==> src/rtl/imem_arbiter_if.sv <==
// Instruction-memory arbiter bus: two requesters, one memory, grant counters.
// slave = arbiter side, master = requesters/memory side.
interface imem_arbiter_if #(
  parameter int AW    = 30,
  parameter int DW    = 32,
  parameter int CNT_W = 16
);
  logic          req0;
  logic [AW-1:0] addr0;
  logic          gnt0;
  logic          rvalid0;
  logic [DW-1:0] rdata0;

  logic          req1;
  logic [AW-1:0] addr1;
  logic          gnt1;
  logic          rvalid1;
  logic [DW-1:0] rdata1;

  logic [AW-1:0] mem_addr;
  logic [DW-1:0] mem_inst;

  logic [CNT_W-1:0] gcnt0;
  logic [CNT_W-1:0] gcnt1;

  modport slave (
    input  req0, addr0, req1, addr1,
    input  mem_inst,
    output gnt0, rvalid0, rdata0,
    output gnt1, rvalid1, rdata1,
    output mem_addr,
    output gcnt0, gcnt1
  );

  modport master (
    output req0, addr0, req1, addr1,
    output mem_inst,
    input  gnt0, rvalid0, rdata0,
    input  gnt1, rvalid1, rdata1,
    input  mem_addr,
    input  gcnt0, gcnt1
  );
endinterface

==> src/rtl/imem_arbiter.sv <==
// Two-port arbiter for a synchronous-read instruction memory.
// Round-robin or fixed priority with a starvation guard on port 1.
module imem_arbiter #(
  parameter int AW         = 30,
  parameter int DW         = 32,
  parameter int FIXED_PRIO = 0,
  parameter int MAX_WAIT   = 4,
  parameter int CNT_W      = 16
) (
  input logic           clk,
  input logic           rst,
  imem_arbiter_if.slave bus
);

  typedef enum logic {
    LAST_P0 = 1'b0,
    LAST_P1 = 1'b1
  } last_e;

  localparam logic [7:0] WMAX = 8'(MAX_WAIT);
  localparam bit         FIX  = (FIXED_PRIO != 0);

  last_e            last_q, last_d;
  logic [7:0]       wait_q, wait_d;
  logic [AW-1:0]    held_q, held_d;
  logic [CNT_W-1:0] gc0_q, gc0_d;
  logic [CNT_W-1:0] gc1_q, gc1_d;
  logic             rv0_q, rv1_q;
  logic             g0, g1;
  logic             force1;

  assign force1 = FIX && bus.req1 && (wait_q == WMAX);

  // Grants are suppressed while rst is high.
  always_comb begin
    g0 = 1'b0;
    g1 = 1'b0;
    if (!rst) begin
      if (FIX) begin
        if (force1) begin
          g1 = 1'b1;
        end else if (bus.req0) begin
          g0 = 1'b1;
        end else begin
          g1 = bus.req1;
        end
      end else if (bus.req0 && bus.req1) begin
        g0 = (last_q == LAST_P1);
        g1 = (last_q == LAST_P0);
      end else begin
        g0 = bus.req0;
        g1 = bus.req1;
      end
    end
  end

  always_comb begin
    last_d = last_q;
    held_d = held_q;
    gc0_d  = gc0_q;
    gc1_d  = gc1_q;
    wait_d = '0;
    if (g0) begin
      last_d = LAST_P0;
      held_d = bus.addr0;
      gc0_d  = gc0_q + CNT_W'(1);
    end
    if (g1) begin
      last_d = LAST_P1;
      held_d = bus.addr1;
      gc1_d  = gc1_q + CNT_W'(1);
    end
    if (FIX && bus.req1 && !g1) begin
      wait_d = (wait_q == WMAX) ? wait_q
                                : wait_q + 8'd1;
    end
  end

  always_ff @(posedge clk or posedge rst) begin
    if (rst) begin
      last_q <= LAST_P1;
      wait_q <= '0;
      held_q <= '0;
      gc0_q  <= '0;
      gc1_q  <= '0;
      rv0_q  <= 1'b0;
      rv1_q  <= 1'b0;
    end else begin
      last_q <= last_d;
      wait_q <= wait_d;
      held_q <= held_d;
      gc0_q  <= gc0_d;
      gc1_q  <= gc1_d;
      rv0_q  <= g0;
      rv1_q  <= g1;
    end
  end

  // Idle cycles replay the held address so mem_inst stays stable.
  assign bus.mem_addr = g0 ? bus.addr0
                      : g1 ? bus.addr1
                      : held_q;

  assign bus.gnt0    = g0;
  assign bus.gnt1    = g1;
  assign bus.rvalid0 = rv0_q;
  assign bus.rvalid1 = rv1_q;
  assign bus.rdata0  = rv0_q ? bus.mem_inst : '0;
  assign bus.rdata1  = rv1_q ? bus.mem_inst : '0;
  assign bus.gcnt0   = gc0_q;
  assign bus.gcnt1   = gc1_q;

endmodule

==> src/flat_wrapper.sv <==
// flat-port wrapper written by rule: the top's interface ports become plain ports
module imem_arbiter_flat 
#(
  parameter int AW         = 30,
  parameter int DW         = 32,
  parameter int FIXED_PRIO = 0,
  parameter int MAX_WAIT   = 4,
  parameter int CNT_W      = 16
)
  (clk, rst, bus_req0, bus_addr0, bus_req1, bus_addr1, bus_mem_inst, bus_gnt0, bus_rvalid0, bus_rdata0, bus_gnt1, bus_rvalid1, bus_rdata1, bus_mem_addr, bus_gcnt0, bus_gcnt1);
  imem_arbiter_if #(.AW(AW), .DW(DW), .CNT_W(CNT_W)) bus_i ();
  input logic clk;
  input logic rst;
  input wire logic [$bits(bus_i.req0)-1:0] bus_req0;
  input wire logic [$bits(bus_i.addr0)-1:0] bus_addr0;
  input wire logic [$bits(bus_i.req1)-1:0] bus_req1;
  input wire logic [$bits(bus_i.addr1)-1:0] bus_addr1;
  input wire logic [$bits(bus_i.mem_inst)-1:0] bus_mem_inst;
  output wire logic [$bits(bus_i.gnt0)-1:0] bus_gnt0;
  output wire logic [$bits(bus_i.rvalid0)-1:0] bus_rvalid0;
  output wire logic [$bits(bus_i.rdata0)-1:0] bus_rdata0;
  output wire logic [$bits(bus_i.gnt1)-1:0] bus_gnt1;
  output wire logic [$bits(bus_i.rvalid1)-1:0] bus_rvalid1;
  output wire logic [$bits(bus_i.rdata1)-1:0] bus_rdata1;
  output wire logic [$bits(bus_i.mem_addr)-1:0] bus_mem_addr;
  output wire logic [$bits(bus_i.gcnt0)-1:0] bus_gcnt0;
  output wire logic [$bits(bus_i.gcnt1)-1:0] bus_gcnt1;
  assign bus_i.req0 = bus_req0;
  assign bus_i.addr0 = bus_addr0;
  assign bus_i.req1 = bus_req1;
  assign bus_i.addr1 = bus_addr1;
  assign bus_i.mem_inst = bus_mem_inst;
  assign bus_gnt0 = bus_i.gnt0;
  assign bus_rvalid0 = bus_i.rvalid0;
  assign bus_rdata0 = bus_i.rdata0;
  assign bus_gnt1 = bus_i.gnt1;
  assign bus_rvalid1 = bus_i.rvalid1;
  assign bus_rdata1 = bus_i.rdata1;
  assign bus_mem_addr = bus_i.mem_addr;
  assign bus_gcnt0 = bus_i.gcnt0;
  assign bus_gcnt1 = bus_i.gcnt1;
  imem_arbiter #(.AW(AW), .DW(DW), .FIXED_PRIO(FIXED_PRIO), .MAX_WAIT(MAX_WAIT), .CNT_W(CNT_W)) u_core (.clk(clk), .rst(rst), .bus(bus_i));
endmodule
==> config.mk <==
export PLATFORM = sky130hd
export DESIGN_NAME = imem_arbiter_flat
export DESIGN_NICKNAME = d
export VERILOG_FILES = /design/src/rtl/imem_arbiter_if.sv /design/src/rtl/imem_arbiter.sv /design/src/flat_wrapper.sv
export SDC_FILE = /design/constraint.sdc
export NUM_CORES = 1
export LEC_CHECK = 0
export CORE_ASPECT_RATIO = 1.2
export CORE_MARGIN = 2
export CORE_UTILIZATION = 35
export DETAILED_ROUTE_END_ITERATION = 8
export PLACE_DENSITY_LB_ADDON = 0.12
export SYNTH_ARGS = -nofsm -noshare
export SYNTH_HDL_FRONTEND = slang
export SYNTH_SLANG_ARGS = --single-unit
==> constraint.sdc <==
create_clock -name clk -period 7.66 [get_ports clk]
set_input_delay 1.149 -clock clk [delete_from_list [all_inputs] [get_ports clk]]
set_output_delay 1.149 -clock clk [all_outputs]
set_load 0.05 [all_outputs]
# ---- Word level (Yosys, flattened, before mapping)
# Index checks and enable logic that the tools add are counted.
dict set report totals {
  out_inout_bits 130
  input_bits 96
  word_cells 23
  regBits 65
}
dict set report op_classes {
  n_addsub 2
  bitwise 1
  n_mux 12
  reduce_logical 2
}
# operator count
set ops {}
lappend ops {{two-way mux 30 bit} 4}
lappend ops {{two-way mux 32 bit} 2}
lappend ops {{adder 16 x 1 -> 16 bit, second input constant} 2}
lappend ops {{two-way mux 1 bit} 6}
lappend ops {{nonzero test 2 bit} 1}
lappend ops {{logical AND 1 bit} 1}
lappend ops {{inverter 1 bit} 1}

# ---- Longest topological paths before layout
dict set report logic_depth {
  word_depth 5
  mapped_depth 7
}

# ---- Least setup slack after synthesis
# Ideal clock, no wire load.
dict set report synth_path {
  path_kind {input to output}
  start {input port rst}
  end {output port bus_mem_addr[1]}
  n_path_buf 1
  cell_stages 5
  setup_slack_ps 2826
  arrival_ps 3685
  cell_sequence {inv_1 -> o21ai_0 -> clkbuf_1 -> a22oi_1 -> nand2_1}
}
dict set report synth_via {
  elab_chain_len 3
}
# element line
set synth_lines {}
lappend synth_lines {{start, declared} flat_wrapper.sv:13} ;# input logic rst;
lappend synth_lines {{two-way mux 1 bit} imem_arbiter.sv:38} ;# if (!rst) begin
lappend synth_lines {{two-way mux 30 bit} imem_arbiter.sv:101} ;# : g1 ? bus.addr1
lappend synth_lines {{two-way mux 30 bit (*)} imem_arbiter.sv:100} ;# assign bus.mem_addr = g0 ? bus.addr0
lappend synth_lines {{end, declared} flat_wrapper.sv:25} ;# output wire logic [$bits(bus_i.mem_addr)-1:0] bus_mem_addr;
# Every way passes the cells marked *; elsewhere a longest branch is shown, timed or not.

# ---- Worst setup path after layout
dict set report layout_path {
  start {input port bus_req0}
  end {output port bus_mem_addr[23]}
}
dict set report layout_via {
  elab_chain_len 5
}
# element line
set layout_lines {}
lappend layout_lines {{start, declared} flat_wrapper.sv:14} ;# input wire logic [$bits(bus_i.req0)-1:0] bus_req0;
lappend layout_lines {{logical AND 1 bit} imem_arbiter.sv:47} ;# end else if (bus.req0 && bus.req1) begin
lappend layout_lines {{two-way mux 1 bit} imem_arbiter.sv:47}
lappend layout_lines {{two-way mux 1 bit} imem_arbiter.sv:38}
lappend layout_lines {{two-way mux 30 bit} imem_arbiter.sv:101}
lappend layout_lines {{two-way mux 30 bit (*)} imem_arbiter.sv:100}
# Marks and branches as above.

==> results.json <==
{
  "fin_util_pct": 63.7,
  "layout_common_cells": "225 x clkdlybuf4s50_1, 105 x nand2_1, 64 x and2_1, 64 x dfrtp_1, 30 x a22oi_1",
  "ys_ff_latch": 65,
  "rr_endpoint": "u_core.bus.gcnt0[1]$_DFFE_PP0P_",
  "tightest_slew_ns": 1.04,
  "grt_max_degree": 66,
  "hpwl_mm": 8.04,
  "die_area_um2": 10400,
  "hold_slack_ns": 0.477,
  "fin_crit_ns": 5.01,
  "postCtsHoldBufs": 0,
  "route.detailed.drc": 0,
  "vias": 3382,
  "portBuffers": 225,
  "syn_area_um2": 3360,
  "yosys-top-cells-area": "dfrtp_1 48%, and2_1 12%, nand2_1 12%",
  "overflow": 0,
  "fin_total_pwr_w": 0.00143,
  "finalCritPeriodShare_pct": 65.4,
  "clk_pin_slew_ns": 0.06,
  "grt_use_total_pct": 20.6,
  "tns_ns": 0,
  "nNetsFinal": 679,
  "crit_end": "bus_mem_addr[23]",
  "layout_commonest_cell": "clkdlybuf4s50_1",
  "startpoint": "bus_req0",
  "skew_ns": 0.00766,
  "reg2regPathDepth": 4,
  "viasPerCell": 4.77,
  "yosysUniqueCellTypes": 34,
  "holdCritPathClass": "register to register",
  "start_util_pct": 35.7,
  "clk_latency_ns": 0.33,
  "r2r_start": "u_core.last_q$_DFFE_PP1P_",
  "ant_nets": 0,
  "core_area_um2": 9420,
  "cts_buffers": 9,
  "diodes": 0,
  "cts_tree": "built",
  "ctsResizeCount": 0,
  "area_growth_pct": 78.5,
  "synth_area_leader_cell": "dfrtp_1",
  "globalplace.congestion": 0.831,
  "synth.top_cell.area_share_pct": 47.7,
  "finalMaxSlewViolations": 0,
  "setup_viol": 0,
  "syn_area_per_cell_um2": 9.31,
  "async_flop_share_pct": 100,
  "slew_headroom_pct": 30.6,
  "rows": 39,
  "drive_above_1_share_pct": 5.46,
  "fillers": 816,
  "h-tree-depth": 3,
  "cts_setup_buffers": 0,
  "firstDrtPassIters": 4,
  "drv_cap": 0,
  "hold_viol": 0,
  "syn_inst": 361,
  "clockBufferDepth": 2,
  "ios": 226,
  "powerDensity_nw_per_um2": 238,
  "grt_pass1_wl_mm": 16.8,
  "rsz0062_at_grt": "false",
  "drt-total-wl_mm": 10.6,
  "drt_iter0_markers": 118,
  "synth_edf_count": 0,
  "grt_pass1_vias": 3362,
  "die_h_um": 111,
  "status": "finished, final reports clean",
  "cp.required_ns": 6.51,
  "power.leakage_nw": 2.65,
  "worstPathArrival_ns": 3.86,
  "worstHoldPathCells": 1,
  "cp-end-kind": "output pin",
  "cp_max_fo": 35,
  "ys_warn_count": 0,
  "clkSinkCount": 65,
  "vdd_drop_max_v": 0.000205,
  "cts_root_buf": "clkbuf_16",
  "synthFlopType": "dfrtp_1",
  "path_class": "primary input to output pin",
  "synth_nets": 459,
  "yosysSeqAreaShare_pct": 48.5,
  "reg2reg_slack_ns": 5.72,
  "startpoint_type": "primary input",
  "fmax_mhz": 199,
  "avgRoutedWirePerCell_um": 14.9,
  "die_w_um": 93.4,
  "antenna_found_initial": 0
}
-- metal layers --
layer  global-route usage (%)  wire length, um
met5                        0                0
met2                     35.4             5370
met4                     7.84              208
met3                     8.09             1030
met1                     22.7             3970
-- sequential cells by signal, indices dropped and copies added, names as in the netlist --
name                cells
u_core.bus.rvalid1      1
u_core.bus.rvalid0      1
u_core.held_q          30
u_core.bus.gcnt1       16
u_core.bus.gcnt0       16
u_core.last_q           1
-- critical path, stage by stage --
cell,delay (ns)
clkdlybuf4s50_1,0.59
nand2b_1,0.15
or2_1,0.33
inv_2,0.48
a22oi_1,0.21
nand2_1,0.11
clkdlybuf4s50_1,0.82
-- cell usage after synthesis (3+ instances only) --
| cell type | count |
|---|---|
| nand4_1 | 8 |
| nand2_1 | 105 |
| xnor2_1 | 19 |
| and4_1 | 3 |
| xor2_1 | 11 |
| nand3_1 | 9 |
| and2_1 | 64 |
| dfrtp_1 | 64 |
| nor2_1 | 4 |
| buf_2 | 5 |
| clkbuf_1 | 11 |
| a22oi_1 | 30 |
-- cell families (layout without fill, tap and decap cells) --
logic type	count (synthesis)	in the layout	share of synthesized area, %
fa+ha+maj	2	2	0.745
mux	2	2	0.670
buf+inv	20	245	2.64
simple gates	209	209	32.5
flops	65	65	48.5
xor+xnor	30	30	7.82
compound gates	33	33	7.15
-- metrics by stage --
step	cell area (um^2)	setup WS, ns	cells
global route	6000	2.48	709
CTS	6000	2.60	709
floorplan	3360	2.83	361
finish	6000	2.65	709
detailed placement	5710	2.61	693
global placement	5710	2.68	693
-- worst min path at each step --
stage                                           from  slack (ns)                                to
finish              u_core.bus.gcnt1[15]$_DFFE_PP0P_        0.48  u_core.bus.gcnt1[15]$_DFFE_PP0P_
global route        u_core.bus.gcnt1[15]$_DFFE_PP0P_        0.50  u_core.bus.gcnt1[15]$_DFFE_PP0P_
CTS                 u_core.bus.gcnt1[15]$_DFFE_PP0P_        0.47  u_core.bus.gcnt1[15]$_DFFE_PP0P_
detailed placement  u_core.bus.gcnt1[15]$_DFFE_PP0P_        0.46  u_core.bus.gcnt1[15]$_DFFE_PP0P_
global placement    u_core.bus.gcnt1[15]$_DFFE_PP0P_        0.46  u_core.bus.gcnt1[15]$_DFFE_PP0P_
floorplan               u_core.held_q[0]$_DFFE_PP0P_        0.46      u_core.held_q[0]$_DFFE_PP0P_
-- where the power goes --
| part | switching [W] | leakage [nW] | total [W] | internal, W |
|---|---|---|---|---|
| combinational | 0.000370 | 1.69 | 0.000586 | 0.000216 |
| sequential | 0.0000621 | 0.828 | 0.000462 | 0.000400 |
| clock | 0.000151 | 0.135 | 0.000379 | 0.000228 |
-- area by class of cell --
type | count | area, um^2 | area share (%)
Inverter | 2 | 7.51 | 0.125
Sequential cell | 65 | 1630 | 27.1
Clock buffer | 10 | 239 | 3.99
Timing Repair Buffer | 227 | 2270 | 37.8
Multi-Input combinational cell | 276 | 1660 | 27.7
Tap cell | 123 | 154 | 2.57
Clock inverter | 6 | 42.5 | 0.710
Note: power is estimated with default switching activity, not from simulation.
